--- src/rtl/nand_share_pkg.sv ---
// nand_share_pkg
// Shared types and default constants for the NAND-sharing arbiter.
//   state_t   : response-stage state (EMPTY = no result held, FULL = result held)
//   NREQ_DEF  : default number of requesters
//   CNTW_DEF  : default width of the completed-operation counter
package nand_share_pkg;

  typedef enum logic {
    EMPTY = 1'b0,
    FULL  = 1'b1
  } state_t;

  localparam int NREQ_DEF = 4;
  localparam int CNTW_DEF = 16;

endpackage

--- src/rtl/nandGate.sv ---
// nandGate
// The single physical NAND resource being shared.
//   i1, i2 : operands
//   o      : ~(i1 & i2)
module nandGate (
  input  logic i1,
  input  logic i2,
  output logic o
);

  assign o = ~(i1 & i2);

endmodule

--- src/rtl/rr_arbiter.sv ---
// rr_arbiter
// Pointer-based round-robin pick: chooses the first asserted request at or
// after ptr, wrapping modulo N. The pointer register lives in the parent.
//   req     : request vector
//   ptr     : search start index (0..N-1)
//   en      : when 0, gnt is forced to zero (pick is still computed)
//   gnt     : one-hot grant (or zero)
//   gnt_idx : binary index of the picked request (meaningful when any=1)
//   any     : at least one request is asserted
module rr_arbiter #(
  parameter int N  = 4,
  parameter int IW = (N > 1) ? $clog2(N) : 1
) (
  input  logic [N-1:0]  req,
  input  logic [IW-1:0] ptr,
  input  logic          en,
  output logic [N-1:0]  gnt,
  output logic [IW-1:0] gnt_idx,
  output logic          any
);

  // One extra bit so ptr + offset never overflows before the modulo fold.
  logic [IW:0] w_sum;
  logic        w_found;

  assign any = |req;

  // Walk offsets 0..N-1 from ptr; the first hit wins. Since ptr < N and the
  // offset < N, a single conditional subtract implements the wrap.
  always_comb begin
    w_found = 1'b0;
    gnt_idx = '0;
    w_sum   = '0;
    for (int k = 0; k < N; k++) begin
      w_sum = {1'b0, ptr} + (IW+1)'(k);
      if (w_sum >= (IW+1)'(N)) begin
        w_sum = w_sum - (IW+1)'(N);
      end
      if (!w_found && req[w_sum[IW-1:0]]) begin
        w_found = 1'b1;
        gnt_idx = w_sum[IW-1:0];
      end
    end
  end

  // Decode the winning index back to one-hot, gated by enable.
  genvar gi;
  generate
    for (gi = 0; gi < N; gi++) begin : g_gnt
      assign gnt[gi] = en & any & (gnt_idx == IW'(gi));
    end
  endgenerate

endmodule

--- src/rtl/nand_share_arbiter.sv ---
// nand_share_arbiter
// Time-multiplexes one nandGate among NREQ requesters. A round-robin pick
// grants one valid request per cycle; its NAND result is captured into a
// single-entry response register tagged with the winner's ID.
//   clk        : system clock, rising edge
//   rst        : synchronous active-high reset
//   req_valid  : per-requester request valid
//   req_a/b    : per-requester operand bits (bit i belongs to requester i)
//   req_ready  : one-hot (or zero) combinational accept
//   rsp_valid  : response register holds a result
//   rsp_ready  : consumer accepts the response this cycle
//   rsp_id     : index of the requester that produced rsp_data
//   rsp_data   : NAND of the granted operands
//   op_count   : saturating count of completed response handshakes
module nand_share_arbiter
  import nand_share_pkg::*;
#(
  parameter int NREQ = NREQ_DEF,
  parameter int IDW  = $clog2(NREQ),
  parameter int CNTW = CNTW_DEF
) (
  input  logic            clk,
  input  logic            rst,
  input  logic [NREQ-1:0] req_valid,
  input  logic [NREQ-1:0] req_a,
  input  logic [NREQ-1:0] req_b,
  output logic [NREQ-1:0] req_ready,
  output logic            rsp_valid,
  input  logic            rsp_ready,
  output logic [IDW-1:0]  rsp_id,
  output logic            rsp_data,
  output logic [CNTW-1:0] op_count
);

  state_t          r_state;
  state_t          w_state_next;
  logic [IDW-1:0]  r_ptr;
  logic [IDW-1:0]  r_rsp_id;
  logic            r_rsp_data;
  logic [CNTW-1:0] r_op_count;

  logic            w_can_accept;
  logic            w_arb_en;
  logic [NREQ-1:0] w_gnt;
  logic [IDW-1:0]  w_gnt_idx;
  logic            w_any;
  logic            w_req_fire;
  logic            w_rsp_fire;
  logic            w_nand_i1;
  logic            w_nand_i2;
  logic            w_nand_o;

  // Pipelined accept: a draining response frees the slot in the same cycle.
  assign w_can_accept = (r_state == EMPTY) | rsp_ready;
  // Reset masks all grants so no request handshake can complete during rst.
  assign w_arb_en     = w_can_accept & ~rst;

  rr_arbiter #(
    .N  (NREQ),
    .IW (IDW)
  ) u_arb (
    .req     (req_valid),
    .ptr     (r_ptr),
    .en      (w_arb_en),
    .gnt     (w_gnt),
    .gnt_idx (w_gnt_idx),
    .any     (w_any)
  );

  assign req_ready  = w_gnt;
  // The grant is only ever given to a valid requester, so enable & any is
  // exactly "some request handshake fires this cycle".
  assign w_req_fire = w_arb_en & w_any;
  assign w_rsp_fire = (r_state == FULL) & rsp_ready;

  // Operands are steered only on a real handshake; otherwise held at 0 so the
  // shared gate sees quiet inputs while idle or backpressured.
  assign w_nand_i1 = w_req_fire ? req_a[w_gnt_idx] : 1'b0;
  assign w_nand_i2 = w_req_fire ? req_b[w_gnt_idx] : 1'b0;

  nandGate u_nand (
    .i1 (w_nand_i1),
    .i2 (w_nand_i2),
    .o  (w_nand_o)
  );

  // Response-stage state register.
  always_ff @(posedge clk) begin
    if (rst) begin
      r_state <= EMPTY;
    end else begin
      r_state <= w_state_next;
    end
  end

  // Next state and state-derived outputs. A new grant wins over a drain so
  // back-to-back operation keeps the stage FULL.
  always_comb begin
    w_state_next = r_state;
    rsp_valid    = 1'b0;
    case (r_state)
      EMPTY: begin
        rsp_valid = 1'b0;
        if (w_req_fire) begin
          w_state_next = FULL;
        end
      end
      FULL: begin
        rsp_valid = 1'b1;
        if (w_req_fire) begin
          w_state_next = FULL;
        end else if (w_rsp_fire) begin
          w_state_next = EMPTY;
        end
      end
      default: begin
        w_state_next = EMPTY;
      end
    endcase
  end

  // Response payload and round-robin pointer.
  always_ff @(posedge clk) begin
    if (rst) begin
      r_rsp_id   <= '0;
      r_rsp_data <= 1'b0;
      r_ptr      <= '0;
    end else if (w_req_fire) begin
      r_rsp_id   <= w_gnt_idx;
      r_rsp_data <= w_nand_o;
      // Explicit wrap keeps the pointer in range for non power-of-two NREQ.
      if (w_gnt_idx == IDW'(NREQ - 1)) begin
        r_ptr <= '0;
      end else begin
        r_ptr <= w_gnt_idx + IDW'(1);
      end
    end
  end

  // Saturating completed-operation counter.
  always_ff @(posedge clk) begin
    if (rst) begin
      r_op_count <= '0;
    end else if (w_rsp_fire && (r_op_count != {CNTW{1'b1}})) begin
      r_op_count <= r_op_count + CNTW'(1);
    end
  end

  assign rsp_id   = r_rsp_id;
  assign rsp_data = r_rsp_data;
  assign op_count = r_op_count;

endmodule

--- config.mk ---
export PLATFORM = sky130hd
export DESIGN_NAME = nand_share_arbiter
export DESIGN_NICKNAME = d
export VERILOG_FILES = /design/src/rtl/nand_share_pkg.sv /design/src/rtl/nandGate.sv /design/src/rtl/rr_arbiter.sv /design/src/rtl/nand_share_arbiter.sv
export SDC_FILE = /design/constraint.sdc
export NUM_CORES = 1
export LEC_CHECK = 0
export ABC_AREA = 1
export CAP_MARGIN = 10
export CORE_ASPECT_RATIO = 1.2
export CORE_UTILIZATION = 45
export CTS_BUF_LIST = sky130_fd_sc_hd__clkbuf_8
export CTS_CLUSTER_DIAMETER = 80
export DETAILED_ROUTE_END_ITERATION = 7
export GPL_TIMING_DRIVEN = 0
export PLACE_DENSITY_LB_ADDON = 0.08
export SETUP_SLACK_MARGIN = 0.15
export SYNTH_ARGS = -nofsm -noshare
export SYNTH_HDL_FRONTEND = slang
export SYNTH_SLANG_ARGS = --single-unit
--- constraint.sdc ---
create_clock -name clk -period 1.8 [get_ports clk]
set_input_delay 0.36 -clock clk [delete_from_list [all_inputs] [get_ports clk]]
set_output_delay 0.36 -clock clk [all_outputs]
set_load 0.01 [all_outputs]
==> results.json <==
{
  "status": "complete, but fails checks",
  "violations": "setup timing",
  "cp-endpoint": "req_ready[2]",
  "yosys.area_share.simple": 0.391,
  "cp_top_family": "simple AND/OR/NAND/NOR gates",
  "area_delta_synth_final_pct": 63.4,
  "fmax_mhz": 438,
  "r2r_cells": 18,
  "clkLatencyLatePin_ns": 0.25,
  "grt_pass1_vias": 1398,
  "max_cap_viol_count": 0,
  "route.met3.wl_um": 158,
  "async_reset_ff_frac": 0,
  "synth_top_family_by_area": "simple AND/OR/NAND/NOR gates",
  "cp_num_cells": 14,
  "first_pass_iters": 4,
  "boundaryPins": 39,
  "synthTopCellsByCount": "59 x nand2_1, 37 x inv_1, 22 x dfxtp_1",
  "synth_mux_area_frac": 0,
  "rsz0062_at_grt": "true",
  "synth-adder-area-share": 0.0430,
  "fin_util": 0.778,
  "drc": 0,
  "min_period_ns": 2.29,
  "timing.final.ws_setup_ns": -0.486,
  "grt_start_max_net_pins": 12,
  "netlist_top_cells_area": "dfxtp_1 30%, nand2_1 15%, inv_1 9.6%",
  "synth_warnings": 0,
  "synthCells": 223,
  "cts_hold_buf": 0,
  "finalClockSkew_ns": 0.00224,
  "vias_per_cell": 4.93,
  "setup.worst_path.start": "r_ptr[0]$_SDFFE_PP0P_",
  "cpMostUsedCell": "nand2_2",
  "r2r-start": "r_ptr[0]$_SDFFE_PP0P_",
  "dp_slack_ns": -1.11,
  "slowest_stage": "dfxtp_2",
  "cp_max_fo": 6,
  "ys_seq_elements": 22,
  "critPathLaunchType": "flip-flop",
  "chipHeight_um": 64.3,
  "grt_overflow": 0,
  "io_buffers": 38,
  "p_total_w": 0.00196,
  "ys.flop_type": "dfxtp_1",
  "dieArea_sq_um": 3460,
  "critical_path_class": "reg2out",
  "nets": 309,
  "synthXorXnorAreaFrac": 0.0120,
  "synth_compound_gate_area_share": 0.125,
  "antenna_cells": 0,
  "yosysMostFrequentCell": "nand2_1",
  "max_slew_margin": 0.779,
  "numCtsBuffers": 3,
  "worstHoldPathCells": 2,
  "clockRootBuffer": "clkbuf_8",
  "drv_slew": 0,
  "start_util": 0.476,
  "antenna_found_initial": 0,
  "hpwl_um": 2380,
  "ir_drop_uv": 591,
  "synth.distinct_cells": 27,
  "crit_path_cell_trace": "buf_6 -> clkinv_8 -> nand2_2 -> nand2_2 -> nand2_2 -> nand2_4 -> nor2_8 -> nand3_2 -> nand3_4 -> buf_6 -> ha_4 -> inv_2 -> nor2_2 -> buf_2",
  "required_ns": 1.44,
  "seq_area_frac_synth": 0.303,
  "path_clk_slew_ns": 0.07,
  "clock_sinks": 22,
  "grt_use_total": 0.212,
  "core_area_sq_um": 3060,
  "critPathBufInv": 5,
  "top_layer": "met4",
  "synth_area_leader_cell": "dfxtp_1",
  "setup_violations": 5,
  "drive_gt1_frac": 0.362,
  "critPathArrivalTime_ns": 1.93,
  "cts_tree": "done",
  "leakage_nw": 1.02,
  "syn_avg_cell_area_sq_um": 6.52,
  "worst_pin_slew_ns": 0.329,
  "synth_edf_count": 0,
  "synth_fp_nets": 243,
  "grt_pass1_wl_um": 5540,
  "routed_wl_um": 3900,
  "hp-class": "reg2reg",
  "h-tree-depth": 1,
  "gp_congestion": 0.824,
  "cp_slowest_stage_delay_ns": 0.35,
  "first_iter_violations": 27,
  "synth_top_area_frac": 0.303,
  "rows": 22,
  "clockBufferDepth": 2,
  "vias": 1593,
  "die_x_um": 53.9,
  "reg2reg_setup_slack_ns": -0.15,
  "ant_nets": 0,
  "finalCritPeriodShare": 1.27,
  "r2r-end": "rsp_data$_SDFFE_PP0P_",
  "met1Wirelength_um": 1590,
  "endpoint_kind": "primary output",
  "avgRoutedWirePerCell_um": 12.1,
  "syn_area_sq_um": 1450,
  "wl_met2_um": 2080,
  "hold_viol_final": 0,
  "pwr_density_cell_nw_per_um2": 825
}
-- per-layer routing --
| layer | vias up | GRT usage |
|---|---|---|
| li1 | 834 | - |
| met5 | - | 0 |
| met1 | 713 | 0.233 |
| met2 | 36 | 0.397 |
| met4 | 0 | 0.0625 |
| met3 | 10 | 0.0262 |
-- worst min path at each step --
stage                                 from                        end  slack [ns]
floorplan                              rst  op_count[12]$_SDFFE_PP0P_        0.43
global placement    rsp_id[0]$_SDFFE_PP0P_     rsp_id[0]$_SDFFE_PP0P_        0.47
detailed placement  rsp_id[0]$_SDFFE_PP0P_     rsp_id[0]$_SDFFE_PP0P_        0.48
CTS                 rsp_id[1]$_SDFFE_PP0P_     rsp_id[1]$_SDFFE_PP0P_        0.49
global route        rsp_id[0]$_SDFFE_PP0P_     rsp_id[0]$_SDFFE_PP0P_        0.51
finish              rsp_id[1]$_SDFFE_PP0P_     rsp_id[1]$_SDFFE_PP0P_        0.48
-- power by group --
group | total, W | switching, W | internal (W)
sequential | 0.000548 | 0.0000297 | 0.000519
clock | 0.000286 | 0.000138 | 0.000149
combinational | 0.00113 | 0.000623 | 0.000502
-- area by class of cell --
type / instances / area [sq um]
buffer: 2 / 18.8
clock buffer: 3 / 41.3
multi-input combinational: 157 / 1100
timing repair buffer: 61 / 536
inverter: 42 / 188
tap: 36 / 45.0
sequential: 22 / 452
fill: 218 / 679
-- worst reg2reg max path: cells and delay by family, from the launching register on --
family                 cells  cell delay [ns]
flip-flops                 1             0.35
AND/OR/NAND/NOR           13             0.98
buffers and inverters      5             0.53
-- layout by cell type (no fill, tap or decap), drive strengths merged, types with 2 or more instances in the layout --
master / Yosys / final
ha: 5 / 5
dfxtp: 22 / 22
o21a: 2 / 2
buf: 2 / 29
nand3: 16 / 16
nor3: 3 / 3
clkdlybuf4s50: 0 / 30
clkbuf: 0 / 3
a21oi: 19 / 19
nand2: 70 / 70
clkinv: 1 / 2
nand4: 5 / 5
nor2: 19 / 19
inv: 41 / 40
o21ai: 13 / 13
dlygate4sd2: 0 / 4
-- repair_timing --
action | in CTS | in global routing
buffers inserted | 9 | 13
pin swaps | 20 | 21
endpoints found under the setup margin | 17 | 17
gates cloned | 1 | 0
gates resized for setup | 63 | 41
-- logic make-up after synthesis --
| group | Yosys count |
|---|---|
| AND/OR/NAND/NOR | 115 |
| buffers and inverters | 44 |
| AO/OA/AOI/OAI | 35 |
| flip-flops | 22 |
| adder cells (fa/ha/maj) | 5 |
| XOR/XNOR | 2 |
-- metrics by stage --
step | cells | TNS [ns] | hold slack [ns] | cell area [sq um]
2_1_floorplan | 223 | 0 | 0.429 | 1470
3_3_place_gp | 297 | -6.59 | 0.467 | 1900
3_5_place_dp | 297 | -6.78 | 0.478 | 1900
5_1_grt | 323 | -2.53 | 0.508 | 2380
6_report | 323 | -2.04 | 0.481 | 2380
4_1_cts | 310 | -1.68 | 0.489 | 2130
-- flip-flops by register name (all words and copies together) (netlist names) --
name,cells
op_count,16
r_ptr,2
rsp_id,2
r_state,1
rsp_data,1
(Power assumes the default switching activity.)
